`src/rtl/fp16_pkg.sv`:
```
// Shared FP16 field layout and fixed-point scaling constants for the
// vector accumulator datapath.
package fp16_pkg;

    localparam int FP16_EXP_W = 5;
    localparam int FP16_MAN_W = 10;
    localparam int FP16_BIAS  = 15;
    localparam int FIX_FRAC   = 24;

    localparam logic [15:0] FP16_QNAN = 16'h7E00;
    localparam logic [15:0] FP16_PINF = 16'h7C00;

    typedef struct packed {
        logic                  sign;
        logic [FP16_EXP_W-1:0] exp;
        logic [FP16_MAN_W-1:0] man;
    } fp16_t;

endpackage

```
`src/rtl/fp16_to_fixed.sv`:
```
// Exact FP16 to signed fixed-point conversion, value scaled by 2^24.
// Inf/NaN lanes flag is_special_o and contribute zero.
module fp16_to_fixed
    import fp16_pkg::*;
#(
    parameter int ACC_W = 56
) (
    input  logic [15:0]             h_i,
    output logic signed [ACC_W-1:0] val_o,
    output logic                    is_special_o
);

    fp16_t            h;
    logic [ACC_W-1:0] mag;

    assign h            = fp16_t'(h_i);
    assign is_special_o = (h.exp == '1);

    // 2^24 scaling makes the subnormal unit exactly 1, so normals shift by exp-1.
    always_comb begin
        mag = '0;
        if (h.exp == '0) begin
            mag = ACC_W'(h.man);
        end else if (h.exp != '1) begin
            mag = ACC_W'({1'b1, h.man}) << (h.exp - 1'b1);
        end
        val_o = h.sign ? -$signed(mag) : $signed(mag);
    end

endmodule

```
`src/rtl/fp16_vec_accum.sv`:
```
// Four-lane FP16 dot-product accumulator: exact fixed-point group sums,
// one RNE rounding to FP16 per group, three-stage pipeline, no backpressure.
module fp16_vec_accum
    import fp16_pkg::*;
#(
    parameter int ACC_W = 56,
    parameter int CNT_W = 16
) (
    input  logic             clk,
    input  logic             rst,
    input  logic             in_valid,
    input  logic             in_last,
    input  logic [15:0]      qa,
    input  logic [15:0]      qb,
    input  logic [15:0]      qc,
    input  logic [15:0]      qd,
    output logic             out_valid,
    output logic [15:0]      out_sum,
    output logic [CNT_W-1:0] out_beats,
    output logic             out_nan,
    output logic             out_ovf
);

    localparam logic [0:0] ST_IDLE  = 1'b0;
    localparam logic [0:0] ST_ACCUM = 1'b1;
    localparam int         EXT_W    = ACC_W + 2;

    function automatic logic [CNT_W-1:0] sat_inc(input logic [CNT_W-1:0] c);
        return (c == '1) ? c : c + CNT_W'(1);
    endfunction

    // Signed fixed point to FP16 with round-to-nearest-even.
    function automatic logic [15:0] fix_to_fp16(input logic signed [ACC_W-1:0] a);
        logic             sgn;
        logic [ACC_W-1:0] mag;
        logic [EXT_W-1:0] ext;
        logic [EXT_W-1:0] mask;
        logic [12:0]      shf;
        logic [10:0]      sig;
        logic             guard, rnd, sticky, up;
        logic [11:0]      sig_r;
        int               lead, sh, e;
        fp16_t            res;

        sgn  = a[ACC_W-1];
        mag  = sgn ? $unsigned(-a) : $unsigned(a);
        lead = 0;
        for (int i = 0; i < ACC_W; i++) begin
            if (mag[i]) lead = i;
        end
        res = '0;
        if (mag == '0) begin
            res = '0;
        end else if (lead < FP16_MAN_W) begin
            // Below 2^-14 the fixed-point LSB equals the subnormal LSB: exact.
            res.sign = sgn;
            res.exp  = '0;
            res.man  = mag[FP16_MAN_W-1:0];
        end else begin
            sh     = lead - FP16_MAN_W;
            ext    = {mag, 2'b00};
            shf    = 13'(ext >> sh);
            mask   = (EXT_W'(1) << sh) - EXT_W'(1);
            sig    = shf[12:2];
            guard  = shf[1];
            rnd    = shf[0];
            sticky = |(ext & mask);
            up     = guard & (rnd | sticky | sig[0]);
            sig_r  = {1'b0, sig} + 12'(up);
            e      = lead - FIX_FRAC + FP16_BIAS + (sig_r[11] ? 1 : 0);
            if (e >= 31) begin
                res = {sgn, FP16_PINF[14:0]};
            end else begin
                res.sign = sgn;
                res.exp  = e[4:0];
                res.man  = sig_r[11] ? sig_r[10:1] : sig_r[9:0];
            end
        end
        return res;
    endfunction

    logic [15:0]             lane_in   [4];
    logic signed [ACC_W-1:0] lane_fix  [4];
    logic [3:0]              lane_spec;

    assign lane_in[0] = qa;
    assign lane_in[1] = qb;
    assign lane_in[2] = qc;
    assign lane_in[3] = qd;

    for (genvar g = 0; g < 4; g++) begin : g_cvt
        fp16_to_fixed #(.ACC_W(ACC_W)) u_cvt (
            .h_i          (lane_in[g]),
            .val_o        (lane_fix[g]),
            .is_special_o (lane_spec[g])
        );
    end

    // Stage S1: converted lanes.
    logic signed [ACC_W-1:0] s1_lane_q [4];
    logic [3:0]              s1_spec_q;
    logic                    s1_vld_q;
    logic                    s1_last_q;

    always_ff @(posedge clk or negedge rst) begin
        if (!rst) begin
            s1_vld_q  <= 1'b0;
            s1_last_q <= 1'b0;
            s1_spec_q <= '0;
            for (int i = 0; i < 4; i++) s1_lane_q[i] <= '0;
        end else begin
            s1_vld_q  <= in_valid;
            s1_last_q <= in_valid & in_last;
            if (in_valid) begin
                s1_spec_q <= lane_spec;
                for (int i = 0; i < 4; i++) s1_lane_q[i] <= lane_fix[i];
            end
        end
    end

    // Stage S2: lane sum and group accumulation.
    logic [0:0]              state_q, state_d;
    logic signed [ACC_W-1:0] acc_q, acc_d;
    logic [CNT_W-1:0]        cnt_q, cnt_d;
    logic                    nan_q, nan_d;
    logic                    ovf_q, ovf_d;
    logic signed [ACC_W-1:0] beat_sum, acc_add;
    logic signed [ACC_W-1:0] grp_acc;
    logic [CNT_W-1:0]        grp_cnt;
    logic                    grp_nan, grp_ovf, add_ovf;

    logic                    fin_vld_q;
    logic signed [ACC_W-1:0] fin_acc_q;
    logic [CNT_W-1:0]        fin_cnt_q;
    logic                    fin_nan_q;
    logic                    fin_ovf_q;

    assign beat_sum = s1_lane_q[0] + s1_lane_q[1] + s1_lane_q[2] + s1_lane_q[3];
    assign acc_add  = acc_q + beat_sum;
    assign add_ovf  = (acc_q[ACC_W-1] == beat_sum[ACC_W-1]) &&
                      (acc_add[ACC_W-1] != acc_q[ACC_W-1]);

    always_comb begin
        if (state_q == ST_IDLE) begin
            grp_acc = beat_sum;
            grp_cnt = CNT_W'(1);
            grp_nan = |s1_spec_q;
            grp_ovf = 1'b0;
        end else begin
            grp_acc = acc_add;
            grp_cnt = sat_inc(cnt_q);
            grp_nan = nan_q | (|s1_spec_q);
            grp_ovf = ovf_q | add_ovf;
        end

        state_d = state_q;
        acc_d   = acc_q;
        cnt_d   = cnt_q;
        nan_d   = nan_q;
        ovf_d   = ovf_q;
        if (s1_vld_q) begin
            if (s1_last_q) begin
                // Group closes: results move to S3, accumulator is free next cycle.
                state_d = ST_IDLE;
                acc_d   = '0;
                cnt_d   = '0;
                nan_d   = 1'b0;
                ovf_d   = 1'b0;
            end else begin
                state_d = ST_ACCUM;
                acc_d   = grp_acc;
                cnt_d   = grp_cnt;
                nan_d   = grp_nan;
                ovf_d   = grp_ovf;
            end
        end
    end

    always_ff @(posedge clk or negedge rst) begin
        if (!rst) begin
            state_q   <= ST_IDLE;
            acc_q     <= '0;
            cnt_q     <= '0;
            nan_q     <= 1'b0;
            ovf_q     <= 1'b0;
            fin_vld_q <= 1'b0;
            fin_acc_q <= '0;
            fin_cnt_q <= '0;
            fin_nan_q <= 1'b0;
            fin_ovf_q <= 1'b0;
        end else begin
            state_q   <= state_d;
            acc_q     <= acc_d;
            cnt_q     <= cnt_d;
            nan_q     <= nan_d;
            ovf_q     <= ovf_d;
            fin_vld_q <= s1_vld_q & s1_last_q;
            if (s1_vld_q && s1_last_q) begin
                fin_acc_q <= grp_acc;
                fin_cnt_q <= grp_cnt;
                fin_nan_q <= grp_nan;
                fin_ovf_q <= grp_ovf;
            end
        end
    end

    // Stage S3: normalize, round and present the group result.
    logic             out_vld_q;
    logic [15:0]      out_sum_q, res_d;
    logic [CNT_W-1:0] out_beats_q;
    logic             out_nan_q, out_ovf_q;

    always_comb begin
        if (fin_nan_q) begin
            res_d = FP16_QNAN;
        end else if (fin_ovf_q) begin
            res_d = {fin_acc_q[ACC_W-1], FP16_PINF[14:0]};
        end else begin
            res_d = fix_to_fp16(fin_acc_q);
        end
    end

    always_ff @(posedge clk or negedge rst) begin
        if (!rst) begin
            out_vld_q   <= 1'b0;
            out_sum_q   <= '0;
            out_beats_q <= '0;
            out_nan_q   <= 1'b0;
            out_ovf_q   <= 1'b0;
        end else begin
            out_vld_q <= fin_vld_q;
            if (fin_vld_q) begin
                out_sum_q   <= res_d;
                out_beats_q <= fin_cnt_q;
                out_nan_q   <= fin_nan_q;
                out_ovf_q   <= fin_ovf_q;
            end
        end
    end

    assign out_valid = out_vld_q;
    assign out_sum   = out_sum_q;
    assign out_beats = out_beats_q;
    assign out_nan   = out_nan_q;
    assign out_ovf   = out_ovf_q;

endmodule

```
`config.mk`:
```
export PLATFORM = sky130hd
export DESIGN_NAME = fp16_vec_accum
export DESIGN_NICKNAME = d
export VERILOG_FILES = /design/src/rtl/fp16_pkg.sv /design/src/rtl/fp16_to_fixed.sv /design/src/rtl/fp16_vec_accum.sv
export SDC_FILE = /design/constraint.sdc
export NUM_CORES = 2
export LEC_CHECK = 0
export ABC_AREA = 1
export ABC_CLOCK_PERIOD_IN_PS = 12900
export BUFFER_PORTS_ARGS = -buffer_cell sky130_fd_sc_hd__buf_2
export CORE_AREA = 2 2 268 270
export DETAILED_ROUTE_END_ITERATION = 7
export DIE_AREA = 0 0 270 272
export MAX_ROUTING_LAYER = met4
export PLACE_DENSITY = 0.73
export SLEW_MARGIN = 30
export SYNTH_ARGS = -nofsm -noshare
export SYNTH_HDL_FRONTEND = slang
export SYNTH_HIERARCHICAL = 1
export SYNTH_SLANG_ARGS = --single-unit
```
`constraint.sdc`:
```
create_clock -name clk -period 12.9 [get_ports clk]
set_clock_uncertainty 0.1 [all_clocks]
set_input_delay 1.29 -clock clk [delete_from_list [all_inputs] [get_ports clk]]
set_output_delay 1.29 -clock clk [all_outputs]
set_load 0.03 [all_outputs]
```
==> Yosys cells after proc, flatten, opt, wreduce, memory -nomap -nowiden <==
Index checks and enable logic that the tools add are counted.
{ "classes": {"n_reduce_logical": 9, "shift": 6, "n_mux": 87, "bitwise_logic": 8, "n_lt_le_gt_ge": 2, "eq_ne": 11, "n_addsub": 20} }
{ "op_table": {"columns": ["cell", "count"], "rows": [
  ["$mux 32", 56],
  ["$mux 56", 15],
  ["$neg 56->56", 5],
  ["$add 56x56->56", 4],
  ["$shl 11x5->56", 4],
  ["$mux 16", 6],
  ["$and 58x58->58", 1],
  ["$reduce_or 58->1", 1],
  ["$shl 1x32->58 const A", 1],
  ["$shr 58x32->13", 1],
  ["$sub 58x2->58 const B", 1],
  ["$logic_not 56->1", 1],
  ["$add 32x2->32", 1],
  ["$add 32x5->32 const B", 1],
  ["$ge 32x6->1 const B", 1],
  ["$lt 32x5->1 const B", 1],
  ["$sub 32x5->32 const B", 1],
  ["$sub 32x6->32 const B", 1],
  ["$mux 15", 2],
  ["$eq 5x5->1 const B", 4],
  ["$logic_not 5->1", 4],
  ["$ne 5x5->1 const B", 4],
  ["$sub 5x1->5 const B", 4],
  ["$add 16x1->16 const B", 1],
  ["other kinds (10)", 22]
]} }
{ "totals": {"out_inout_bits": 35, "ff_bits": 415, "wordCells": 165} }

==> Longest topological paths before layout <==
{ "depth": {"ltp_word": 76, "ltp_mapped": 92, "mapped_depth_nobuf": 90} }

==> Hierarchy <==
The synthesis kept the hierarchy.
{ "modules_own_cells": {"columns": ["module", "instances", "cells_per_inst", "area_each_um2"], "rows": [
  ["fp16_vec_accum", 1, 3736, 30305.3],
  ["fp16_to_fixed", 4, 576, 2894.0]
]} }

==> Worst setup path before layout <==
No wires, ideal clock.
{ "synth_timing": {"path_type": "reg-to-reg", "startpoint": "register s1_lane_q[1] (netlist name)", "endpoint": "register fin_acc_q[54]", "n_path_buf": 0, "setup_slack_ns": 4.479, "path_stages_with_launch": 65, "arrival_ns": 8.187, "path_cell_list": "dfrtp_1 > fa_1 > fa_1 > ha_1 > fa_1 > nand3_1 > nand2_1 > a21oi_1 > o21bai_1 > a21oi_1 > inv_1 > a21oi_1 > inv_1 > a21oi_1 > inv_1 > a21oi_1 > inv_1 > a21o_1 > [... 29 more ...] > nand3_1 > nand2_1 > nand3_1 > nand2_1 > nand2_1 > inv_1 > nor2_1 > inv_1 > a21oi_1 > o21ai_0 > nand3_1 > a21boi_0 > nor2_1 > nor2_1 > nor2_1 > xor2_1 > o21ai_1 > o21ai_0"} }
{ "synth_via": {"elab_chain_len": 3} }
{ "synth_rtl": {"columns": ["item", "line_no", "rtl"], "rows": [
  ["start: declaration", "fp16_vec_accum.sv:100", "logic signed [ACC_W-1:0] s1_lane_q [4];"],
  ["$add 56x56->56 (*)", "fp16_vec_accum.sv:138", "assign beat_sum = s1_lane_q[0] + s1_lane_q[1] + s1_lane_q[2] + s1_lane_q[3];"],
  ["$add 56x56->56", "fp16_vec_accum.sv:139", "assign acc_add = acc_q + beat_sum;"],
  ["$mux 56 (*)", "fp16_vec_accum.sv:144", "if (state_q == ST_IDLE) begin"],
  ["end signal: assignment", "fp16_vec_accum.sv:199", "fin_acc_q <= grp_acc;"],
  ["end: declaration", "fp16_vec_accum.sv:133", "logic signed [ACC_W-1:0] fin_acc_q;"]
]} }
Mark *: on every way between the ends. The rest lies on a longest branch, timed or not.
A chain may end at the register's enable or synchronous reset.

==> Worst setup path in the final report <==
{ "layout_timing": {"startpoint": "register fin_acc_q[0]", "endpoint": "register out_sum_q[4], in the netlist out_sum[4]"} }
{ "layout_via": {"elab_chain_len": 76, "elab_cells_between_ends": 82, "cone_classes": "add/sub (7); order compare (2); shift (2); mux (65); bitwise (4); reduce/logical (2)"} }
{ "layout_rtl": {"columns": ["item", "line_no", "rtl"], "rows": [
  ["$neg 56->56", "fp16_vec_accum.sv:46", "mag = sgn ? $unsigned(-a) : $unsigned(a);"],
  ["$mux 56 (*)", "fp16_vec_accum.sv:46", null],
  ["$mux 1", "fp16_vec_accum.sv:49", "if (mag[i]) lead = i;"],
  ["$mux 32 (54 in series)", "fp16_vec_accum.sv:49", null],
  ["$mux 32", "fp16_vec_accum.sv:216", "end else if (fin_ovf_q) begin"],
  ["$mux 32", "fp16_vec_accum.sv:214", "if (fin_nan_q) begin"],
  ["$sub 32x5->32", "fp16_vec_accum.sv:60", "sh = lead - FP16_MAN_W;"],
  ["$shl 1x32->58", "fp16_vec_accum.sv:63", "mask = (EXT_W'(1) << sh) - EXT_W'(1);"],
  ["[... 7 more ...]", null, null],
  ["$mux 1", "fp16_vec_accum.sv:70", "e = lead - FIX_FRAC + FP16_BIAS + (sig_r[11] ? 1 : 0);"],
  ["$add 32x2->32", "fp16_vec_accum.sv:70", null],
  ["$ge 32x6->1", "fp16_vec_accum.sv:71", "if (e >= 31) begin"],
  ["$mux 15", "fp16_vec_accum.sv:71", null],
  ["$mux 15", "fp16_vec_accum.sv:54", "end else if (lead < FP16_MAN_W) begin"],
  ["$mux 16 (*)", "fp16_vec_accum.sv:52", "if (mag == '0) begin"],
  ["$mux 16 (*)", "fp16_vec_accum.sv:216", null],
  ["$mux 16 (*)", "fp16_vec_accum.sv:214", null],
  ["end signal: assignment", "fp16_vec_accum.sv:233", "out_sum_q <= res_d;"],
  ["end: declaration", "fp16_vec_accum.sv:209", "logic [15:0] out_sum_q, res_d;"]
]} }
Mark *: on every way between the ends. The rest lies on a longest branch, timed or not. The select of a mux whose other input is x is not followed.

==> impl_summary.md <==
Detailed routing
The count of nets left with antenna violations after detail routing is 0. The average via count per standard cell is between 5 and 6. The total detailed-routing wirelength is 138.2 mm. For this run, design rule violations remaining after detail routing come to 0. The first routing iteration left 3932 violations. The wire length per cell is 19.84 um. For this run, the detailed router's first-pass iteration total came to 8.

The vias after detailed routing is 40970.

Floorplanning
For this configuration, the core starts out at a cell density of 59.20%. The number of top-level pins is 103. The core area is 70750 um^2. The floorplan step set the die width to around 270 um. The overall die height is 272 um.

The placement row count is 98. The die covers 73440 um^2.

Critical path
The delay contributed by the slowest stage of the critical path is 0.54 ns. The peak fanout along the critical path is 63. The data arrival time at the worst-slack endpoint is 11.91 ns. Counting buffers and inverters, the worst setup path is 58 cells deep. The depth of the worst register-to-register path is 58.

The most numerous cell type found on the critical path is sky130_fd_sc_hd__nand2_1. The family with the most delay on the worst path is simple AND/OR/NAND/NOR gates. The critical path data required time is about 13 ns. STA classifies the critical path endpoint as a flip-flop. The type of element launching the critical path is a flip-flop. The class of the most critical setup path is reg2reg.

On the critical path, the stage with the largest delay is an instance of sky130_fd_sc_hd__nand4_4. Together, buffers and inverters on the worst path number 9.

Logic synthesis
The post-synthesis average cell area is slightly below 7 um^2. The post-synthesis async set-or-reset flop share is 100.0%. Sorting the synthesized cells by how often they occur yields 1784 x sky130_fd_sc_hd__nand2_1, 654 x sky130_fd_sc_hd__nand3_1, 497 x sky130_fd_sc_hd__nor2_1, 428 x sky130_fd_sc_hd__inv_1, 415 x sky130_fd_sc_hd__dfrtp_1. The dominant cell by count in the synthesized netlist is sky130_fd_sc_hd__nand2_1.

Synthesis inferred between 400 and 500 register bits. The synthesized design spends more area on one cell type than any other, namely sky130_fd_sc_hd__dfrtp_1. Synthesis produced a netlist whose cell count is ~6000.

The sequential element share of the synthesized area is 24.80%. The total of warnings raised by yosys is 6. The count of different cell masters after synthesis is between 70 and 80. The cell area after technology mapping is 41880 um^2. After synthesis, the cell types taking the most area are sky130_fd_sc_hd__dfrtp_1 25%, sky130_fd_sc_hd__nand2_1 16%, sky130_fd_sc_hd__nand3_1 7.8%. Yosys mapped a number of flops with a built-in enable equal to 0. The share of Yosys cell area claimed by the top area cell type is 24.80%. The synthesized netlist net count is 6354. The prevailing post-synth register cell is sky130_fd_sc_hd__dfrtp_1.

Timing
The number of failing hold endpoints at the final stage is 0. The final-report setup violation count is 0. Setup repair after global routing left no endpoint under its margin.

The final total negative setup slack is 0 ns. Static timing analysis puts the maximum clock frequency at ~87 MHz. The worst slew slack as a fraction of its limit is 35.02%. The final critical path takes up 89.33% of the cycle. For the pin with the worst max-slew slack, the measured transition is 0.9715 ns. The final number of max-transition violations was 0.

The shortest clock period the worst path allows after layout is 11.52 ns.

Global routing
The first global-routing pass estimated 216.5 mm of wire. The number of antenna violations at the first check in global routing is 2. The number of global-route vias before repair is 38650.

The maximum number of pins on one net before global-route repair is 150. The total overflow left after global routing is 0. Global routing used 38.31% of the available tracks across all layers.

CTS
The clock drives between 400 and 500 sinks. The clock passes through at most 3 buffers. The hold-fix buffer count after cts is 0. The clock slew at the register clock pins of the worst setup and hold paths is roughly 0.060 ns. The clock reaches the later pin of the worst-skew pair after 0.61 ns. In this run, CTS created clock tree buffers numbering between 40 and 50.

The number of setup buffers added after CTS is 0. The cell sitting at the root of the clock tree is a sky130_fd_sc_hd__clkbuf_16. The H-tree generated during clock tree synthesis spans 2 levels.

The post-CTS resize count is 0. The TritonCTS clock tree is yes.

Placed design
The count of buffers added on input and output ports is 102. The routability congestion estimate is around 1.1. Summed over all nets, the half-perimeter wirelength after detailed placement is 108.7 mm.

Layout
The area added between synthesis and finish is 5.342%. The fraction of layout instances using a drive strength above 1 is 13.59%. The number of nets in the finished design is 6296.

Worst hold path
Counting instances, the worst hold path has a depth of 2. The worst min-delay path class is reg2reg.

Run
Across the run, the number of max-cap violations was 0.

Run status
The run finished with clean final reports.
==> placed cells by master (no fill, tap or decap), types with 16 or more instances in the layout <==
master,count
sky130_fd_sc_hd__inv_2,92
sky130_fd_sc_hd__nand2_1,1784
sky130_fd_sc_hd__clkbuf_16,48
sky130_fd_sc_hd__buf_2,100
sky130_fd_sc_hd__nor2_4,16
sky130_fd_sc_hd__nand2_2,96
sky130_fd_sc_hd__inv_1,428
sky130_fd_sc_hd__buf_4,19
sky130_fd_sc_hd__nand3_1,654
sky130_fd_sc_hd__nand3_2,49
sky130_fd_sc_hd__o21bai_1,18
sky130_fd_sc_hd__mux2_2,228
sky130_fd_sc_hd__ha_1,135
sky130_fd_sc_hd__xnor2_1,58
sky130_fd_sc_hd__dfrtp_1,413
sky130_fd_sc_hd__nand3b_1,38
sky130_fd_sc_hd__o211ai_1,61
sky130_fd_sc_hd__nor3_1,26
sky130_fd_sc_hd__fa_1,111
sky130_fd_sc_hd__o21ai_0,300
sky130_fd_sc_hd__nor2_1,496
sky130_fd_sc_hd__nor2_2,60
sky130_fd_sc_hd__nand4_1,112
sky130_fd_sc_hd__xor2_1,181
sky130_fd_sc_hd__a21oi_1,161
sky130_fd_sc_hd__o22ai_1,29
sky130_fd_sc_hd__o21ai_1,101
==> per-stage QoR <==
step	setup slack [ns]	cell area [um^2]	hold slack, ns	instances	util [%]
after floorplan	4.479	41880	0.3466	6040	-
final	1.376	44120	0.3611	6969	62.36
after global placement	1.790	42470	0.3510	6883	60.03
after CTS	1.642	44120	0.3681	6968	62.35
after global routing	0.4106	44120	0.3990	6969	62.36
after detailed placement	1.723	42490	0.3538	6883	60.05
==> kinds of logic after synthesis <==
| group | Yosys count | synth area share, % |
|---|---|---|
| AO/OA/AOI/OAI | 754 | 10.35 |
| multiplexers | 232 | 6.226 |
| adder cells (fa/ha/maj) | 246 | 9.339 |
| AND/OR/NAND/NOR | 3388 | 36.14 |
| flip-flops | 415 | 24.80 |
| buffers and inverters | 760 | 7.929 |
| XOR/XNOR | 245 | 5.213 |
==> worst min-delay path: cells and delay by family (launching register included) <==
| kind | cells | cell delay, ns |
|---|---|---|
| DFF | 1 | 0.33 |
| and+or+nand+nor | 2 | 0.09 |
==> final timing paths <==
kind                              start  slack [ns]              to
max                        fin_acc_q[0]        1.38      out_sum[4]
min                        out_beats[9]        0.36    out_beats[9]
max reg2reg                fin_acc_q[0]        1.38      out_sum[4]
min reg2reg                out_beats[9]        0.36    out_beats[9]
max in group asynchronous           rst       10.03  s1_lane_q[222]
min in group asynchronous           rst        0.66    fin_cnt_q[7]
==> state kept, by name, summed over array words and instances, names as in the netlist <==
name,flops
out_beats,16
out_ovf,1
ovf_q,1
s1_vld_q,1
fin_cnt_q,16
fin_vld_q,1
out_nan,1
s1_spec_q,4
fin_ovf_q,1
s1_last_q,1
fin_acc_q,56
out_sum,16
acc_q,56
fin_nan_q,1
cnt_q,16
state_q,1
nan_q,1
out_valid,1
s1_lane_q,224
==> area by class of cell <==
type	count	area [um^2]
diodes	1	2.502
repair buffers	125	726.9
clock buffers	70	1404
multi-input cells	4865	28200
inverters	528	1987
clock inverters	15	225.2
flip-flops and latches	415	10390
well taps	950	1189
fillers	6684	26630
==> per-layer routing <==
metal  up-vias  track usage (%)  share of wire, %
met1     19260            47.81                41
met5         -                -                 0
met2      1555            61.25                46
li1      19780                -                 -
met3       372            3.835               6.4
met4         0            21.43               6.5
Power is left out: the tool's default activity adds up to more than one toggle a clock period on the data nets, which glitch-free logic cannot reach.
